$ cat src/rtl/collision_scanner.sv
// Sequential collision scanner: tests one snapshotted enemy box per clock against
// the player box on a toroidal screen and reports any-hit, lowest hit index and hit mask.
module collision_scanner #(
   parameter int NUM_ENEMIES = 5,
   parameter int XW          = 8,
   parameter int YW          = 7,
   parameter int SCREEN_W    = 160,
   parameter int SCREEN_H    = 120,
   parameter int ENEMY_W     = 4,
   parameter int ENEMY_H     = 4,
   parameter int PLAYER_W    = 1,
   parameter int PLAYER_H    = 1,
   parameter int IDXW        = (NUM_ENEMIES > 1) ? $clog2(NUM_ENEMIES) : 1
) (
   input  logic                      clk,
   input  logic                      reset,
   input  logic                      detectCollide,
   input  logic                      space_pressed,
   input  logic [XW-1:0]             player_x,
   input  logic [YW-1:0]             player_y,
   input  logic [NUM_ENEMIES*XW-1:0] enemy_x,
   input  logic [NUM_ENEMIES*YW-1:0] enemy_y,
   input  logic [NUM_ENEMIES-1:0]    enemy_active,
   output logic                      doneDetect,
   output logic                      collide,
   output logic [IDXW-1:0]           hit_index,
   output logic [NUM_ENEMIES-1:0]    hit_mask
);

   // Common width for both axes; one extra bit holds p + modulus - e without overflow.
   localparam int CW = ((XW > YW) ? XW : YW) + 1;
   localparam logic [IDXW-1:0] LAST_IDX = IDXW'(NUM_ENEMIES - 1);

   typedef enum logic [1:0] {IDLE, SCAN, DONE} state_t;

   state_t                    state;
   logic [IDXW-1:0]           idx;
   logic [XW-1:0]             snap_px;
   logic [YW-1:0]             snap_py;
   logic [NUM_ENEMIES*XW-1:0] snap_ex;
   logic [NUM_ENEMIES*YW-1:0] snap_ey;
   logic [NUM_ENEMIES-1:0]    snap_act;
   logic [NUM_ENEMIES-1:0]    acc_mask;
   logic [IDXW-1:0]           acc_index;

   logic [XW-1:0]             cur_ex;
   logic [YW-1:0]             cur_ey;
   logic                      cur_hit;
   logic [NUM_ENEMIES-1:0]    mask_next;
   logic [IDXW-1:0]           index_next;

   // Wrapped 1-D overlap; out-of-range coordinates never overlap.
   function automatic logic axis_overlap(input logic [CW-1:0] p, input logic [CW-1:0] e,
                                         input int modulus, input int box, input int ply);
      logic [CW-1:0] d;
      logic          in_range;
      in_range = (p < CW'(modulus)) && (e < CW'(modulus));
      d        = (p >= e) ? (p - e) : (p + CW'(modulus) - e);
      return in_range && ((d < CW'(box)) || (d > CW'(modulus - ply)));
   endfunction

   always_comb begin
      cur_ex     = snap_ex[int'(idx)*XW +: XW];
      cur_ey     = snap_ey[int'(idx)*YW +: YW];
      cur_hit    = snap_act[idx]
                   && axis_overlap(CW'(snap_px), CW'(cur_ex), SCREEN_W, ENEMY_W, PLAYER_W)
                   && axis_overlap(CW'(snap_py), CW'(cur_ey), SCREEN_H, ENEMY_H, PLAYER_H);
      mask_next  = acc_mask | (cur_hit ? (NUM_ENEMIES'(1) << idx) : '0);
      // The first hit found wins; scanning is ascending, so that is the lowest index.
      index_next = (cur_hit && (acc_mask == '0)) ? idx : acc_index;
   end

   // NOTE: every register below uses non-blocking assignment so all state updates
   // see pre-edge values; the snapshot registers are reset too so no X reaches the datapath.
   always_ff @(posedge clk or negedge reset) begin
      if (!reset) begin
         state      <= IDLE;
         idx        <= '0;
         snap_px    <= '0;
         snap_py    <= '0;
         snap_ex    <= '0;
         snap_ey    <= '0;
         snap_act   <= '0;
         acc_mask   <= '0;
         acc_index  <= '0;
         doneDetect <= 1'b0;
         collide    <= 1'b0;
         hit_index  <= '0;
         hit_mask   <= '0;
      end else if (space_pressed) begin
         state      <= IDLE;
         idx        <= '0;
         acc_mask   <= '0;
         acc_index  <= '0;
         doneDetect <= 1'b0;
         collide    <= 1'b0;
         hit_index  <= '0;
         hit_mask   <= '0;
      end else begin
         case (state)
            IDLE: begin
               if (detectCollide) begin
                  snap_px   <= player_x;
                  snap_py   <= player_y;
                  snap_ex   <= enemy_x;
                  snap_ey   <= enemy_y;
                  snap_act  <= enemy_active;
                  acc_mask  <= '0;
                  acc_index <= '0;
                  idx       <= '0;
                  state     <= SCAN;
               end
            end
            SCAN: begin
               if (!detectCollide) begin
                  state <= IDLE;
                  idx   <= '0;
               end else begin
                  acc_mask  <= mask_next;
                  acc_index <= index_next;
                  if (idx == LAST_IDX) begin
                     hit_mask   <= mask_next;
                     collide    <= |mask_next;
                     hit_index  <= index_next;
                     doneDetect <= 1'b1;
                     idx        <= '0;
                     state      <= DONE;
                  end else begin
                     idx <= idx + 1'b1;
                  end
               end
            end
            DONE: begin
               if (!detectCollide) begin
                  doneDetect <= 1'b0;
                  state      <= IDLE;
               end
            end
            default: state <= IDLE;
         endcase
      end
   end

endmodule
$ cat config.mk
export PLATFORM = sky130hd
export DESIGN_NAME = collision_scanner
export DESIGN_NICKNAME = d
export VERILOG_FILES = /design/src/rtl/collision_scanner.sv
export SDC_FILE = /design/constraint.sdc
export NUM_CORES = 1
export LEC_CHECK = 0
export ABC_AREA = 1
export CORE_MARGIN = 1.5
export CORE_UTILIZATION = 45
export DETAILED_ROUTE_END_ITERATION = 16
export GPL_TIMING_DRIVEN = 1
export PLACE_DENSITY = 0.78
export SYNTH_ARGS = -nofsm -noshare
export SYNTH_HDL_FRONTEND = slang
export SYNTH_SLANG_ARGS = --single-unit
$ cat constraint.sdc
create_clock -name clk -period 4.95 [get_ports clk]
set_clock_uncertainty 0.1 [all_clocks]
set_input_delay 0.99 -clock clk [delete_from_list [all_inputs] [get_ports clk]]
set_output_delay 0.99 -clock clk [all_outputs]
set_load 0.02 [all_outputs]
==> qor.yml <==
clkLatencyLatePin_ns: 0.41
yosys_warnings: 0
drt_iter0_drc: 471
maxSlewHeadroom_pct: 48.2
required_ns: 5.15
post_cts_buffers: 0
diodes: 0
syn_avg_cell_area_um2: 8.53
cts_tree: "built"
finalHoldViolCount: 0
yosysTopAreaCell: "dfrtp_1"
vias: 6122
root_buffer: "clkbuf_16"
nets: 1108
core_um2: 15800
start_kind: "register"
ys_seq_area_share_pct: 40.6
fmaxAchievable_mhz: 232
io-pin-count: 109
fin_crit_sh_pct: 87.1
dieHeight_um: 130
vias_per_cell: 5.16
final_area_um2: 9120
drv_cap: 0
maxSlewViolCount: 0
cts.sinks: 118
critPathKind: "register to register"
antenna_found_initial: 0
drt-total-wl_mm: 17.8
synth_area_leaders: "dfrtp_1 41%, mux2_2 10%, nand2_1 8.4%"
wl_per_cell_um: 15.0
tightest_slew_ns: 0.777
powerDensity_nw_per_um2: 433
gr-total-overflow: 0
clk_pin_slew_worst_paths_ns: 0.05
track_usage_pct: 22.7
total_power_w: 0.00395
initial_utilization_pct: 45.9
ys_types: 40
fp-row-count: 46
grt_max_degree: 65
cellLeakagePower_nw: 4.38
ir_drop_uv: 315
status: "completed"
drive_above_1_share_pct: 14.1
setup_viol: 0
reg2reg_slack_ns: 0.64
grt_pass1_wl_mm: 29.7
tns_ns: 0
fp.dieArea_um2: 16900
syn_inst: 852
yosysTopAreaCellShare_pct: 40.6
placed_cells: 1156
hold_buffers: 0
period_minus_slack_ns: 4.31
ys_ff_latch: 118
critPathMaxFanout: 27
final_core_util_pct: 57.6
syn2layout_area_growth_pct: 25.6
end_kind: "register"
cts.path.max_buffers: 2
cts_buffers: 17
grt_pass1_vias: 6188
syn_nets: 1001
antenna_left: 0
cts_resized: 0
fp.dieW_um: 130
firstDrtPassIters: 5
hp-class: "register to register"
port_buffers: 108
stdcell_count: 1187
rsz0062_at_grt: "false"
place_area_um2: 8550
critPathArrivalTime_ns: 4.52
fillers: 1382
route.detailed.drc: 0
place_congestion: 0.889
syn-cell-area_um2: 7260
post-dp-hpwl_mm: 13.4
htreeDepth: 4
-- state kept, by name (all words and copies together) (netlist names) --
signal / count
snap_ey: 35
state: 2
acc_index: 3
hit_index: 3
snap_ex: 40
collide: 1
doneDetect: 1
snap_px: 8
idx: 3
acc_mask: 5
snap_act: 5
snap_py: 7
hit_mask: 5
-- cell families (layout without fill, tap and decap cells) --
| kind of cell | count (synthesis) | in the layout | synth area share [%] |
|---|---|---|---|
| buffers and inverters | 149 | 268 | 8.30 |
| muxes | 67 | 67 | 10.4 |
| and+or+nand+nor | 351 | 351 | 21.8 |
| adders and majority gates | 50 | 50 | 9.75 |
| DFF | 118 | 118 | 40.6 |
| xor gates and xnor gates | 6 | 6 | 0.723 |
| AOI/OAI and AO/OA | 111 | 111 | 8.44 |
-- cells in the mapped netlist --
| cell type | n |
|---|---|
| nand3b_1 | 4 |
| o21ai_0 | 24 |
| nor2_2 | 1 |
| nand2_2 | 8 |
| o21ai_1 | 21 |
| o221ai_1 | 1 |
| buf_1 | 11 |
| xnor2_1 | 4 |
| nand3_2 | 7 |
| nand2_1 | 163 |
| nand3_1 | 65 |
| a21oi_1 | 52 |
| nand4_1 | 11 |
| clkinv_2 | 1 |
| o211ai_1 | 1 |
| o21bai_4 | 1 |
| fa_1 | 11 |
| o21a_1 | 1 |
| inv_4 | 3 |
| nor2b_1 | 1 |
| nor2_4 | 3 |
| inv_1 | 114 |
| dfrtp_1 | 118 |
| a211oi_1 | 1 |
| a22o_1 | 1 |
| buf_2 | 1 |
| clkbuf_1 | 9 |
| nor3_1 | 5 |
| or2_2 | 1 |
| nor2_1 | 78 |
| buf_4 | 1 |
| buf_6 | 4 |
| ha_1 | 39 |
| nand3b_4 | 1 |
| xor2_1 | 2 |
| o22ai_1 | 3 |
| nand2_4 | 3 |
| mux2_2 | 67 |
| a32o_1 | 5 |
| inv_2 | 5 |
-- routing by layer --
layer	part of all wire, %	track usage, %	wire length [um]
met5	0	0	0
met4	2.7	9.80	487
met3	4.0	3.53	710
met2	48	37.6	8550
met1	45	29.6	8040
-- path summary, 6_finish.rpt --
kind / start / endpoint / cells past startpoint
worst min-delay path: hit_mask[0] / hit_mask[0] / 2
worst max-delay path: idx[1] / collide / 27
min in group asynchronous: reset / snap_px[1] / 1
max in group asynchronous: reset / snap_ey[28] / 2
worst max register to register: idx[1] / collide / 27
worst min register to register: hit_mask[0] / hit_mask[0] / 2
-- cell usage in the layout (no fill, tap or decap), types with 6 or more instances in the layout --
cell type and count:
nand2_1 162, dfrtp_1 118, inv_1 114, clkdlybuf4s50_1 107, nor2_1 78, mux2_2 67
nand3_1 65, a21oi_1 52, ha_1 39, o21ai_0 24, o21ai_1 21, clkbuf_16 17
nand4_1 11, fa_1 11, nand2_2 8, nand3_2 7, buf_4 6
-- where the power goes --
group          switching [W]  internal, W  leakage, nW
sequential         0.0000933      0.00112         1.41
clock               0.000430     0.000775        0.279
combinational       0.000897     0.000635         2.69
-- per-stage QoR --
stage | setup slack [ns] | hold slack, ns
finish | 0.637 | 0.389
global route | 0.231 | 0.412
CTS | 0.666 | 0.392
detailed placement | 0.723 | 0.380
global placement | 0.838 | 0.373
floorplan | 0.954 | 0.359
-- critical path, stage by stage (launching register included) --
cell	delay, ns
dfrtp_1	0.37
buf_4	0.21
clkinv_2	0.35
a21oi_1	0.26
o21ai_0	0.15
a32o_1	0.27
inv_1	0.10
ha_1	0.28
ha_1	0.26
fa_1	0.41
nand3_1	0.13
nand2_1	0.09
nand2_1	0.09
nand2_1	0.06
nand2_1	0.06
nand3_1	0.07
nand2_1	0.09
inv_1	0.04
nand2_1	0.05
nand2_1	0.05
nor2_1	0.19
nor2_4	0.08
nand2_4	0.08
o21ai_1	0.06
inv_1	0.12
nand3_1	0.09
nand2_1	0.06
nand2_1	0.04
-- final cells by class --
cell class | count | area, um^2 | share of cell area, %
well taps | 216 | 270 | 2.96
inverters | 123 | 470 | 5.16
multi-input cells | 585 | 3720 | 40.7
clock buffers | 23 | 478 | 5.24
flip-flops and latches | 118 | 2950 | 32.4
repair buffers | 114 | 1140 | 12.5
clock inverters | 8 | 98.8 | 1.08
Note: power is estimated with default switching activity, not from simulation.
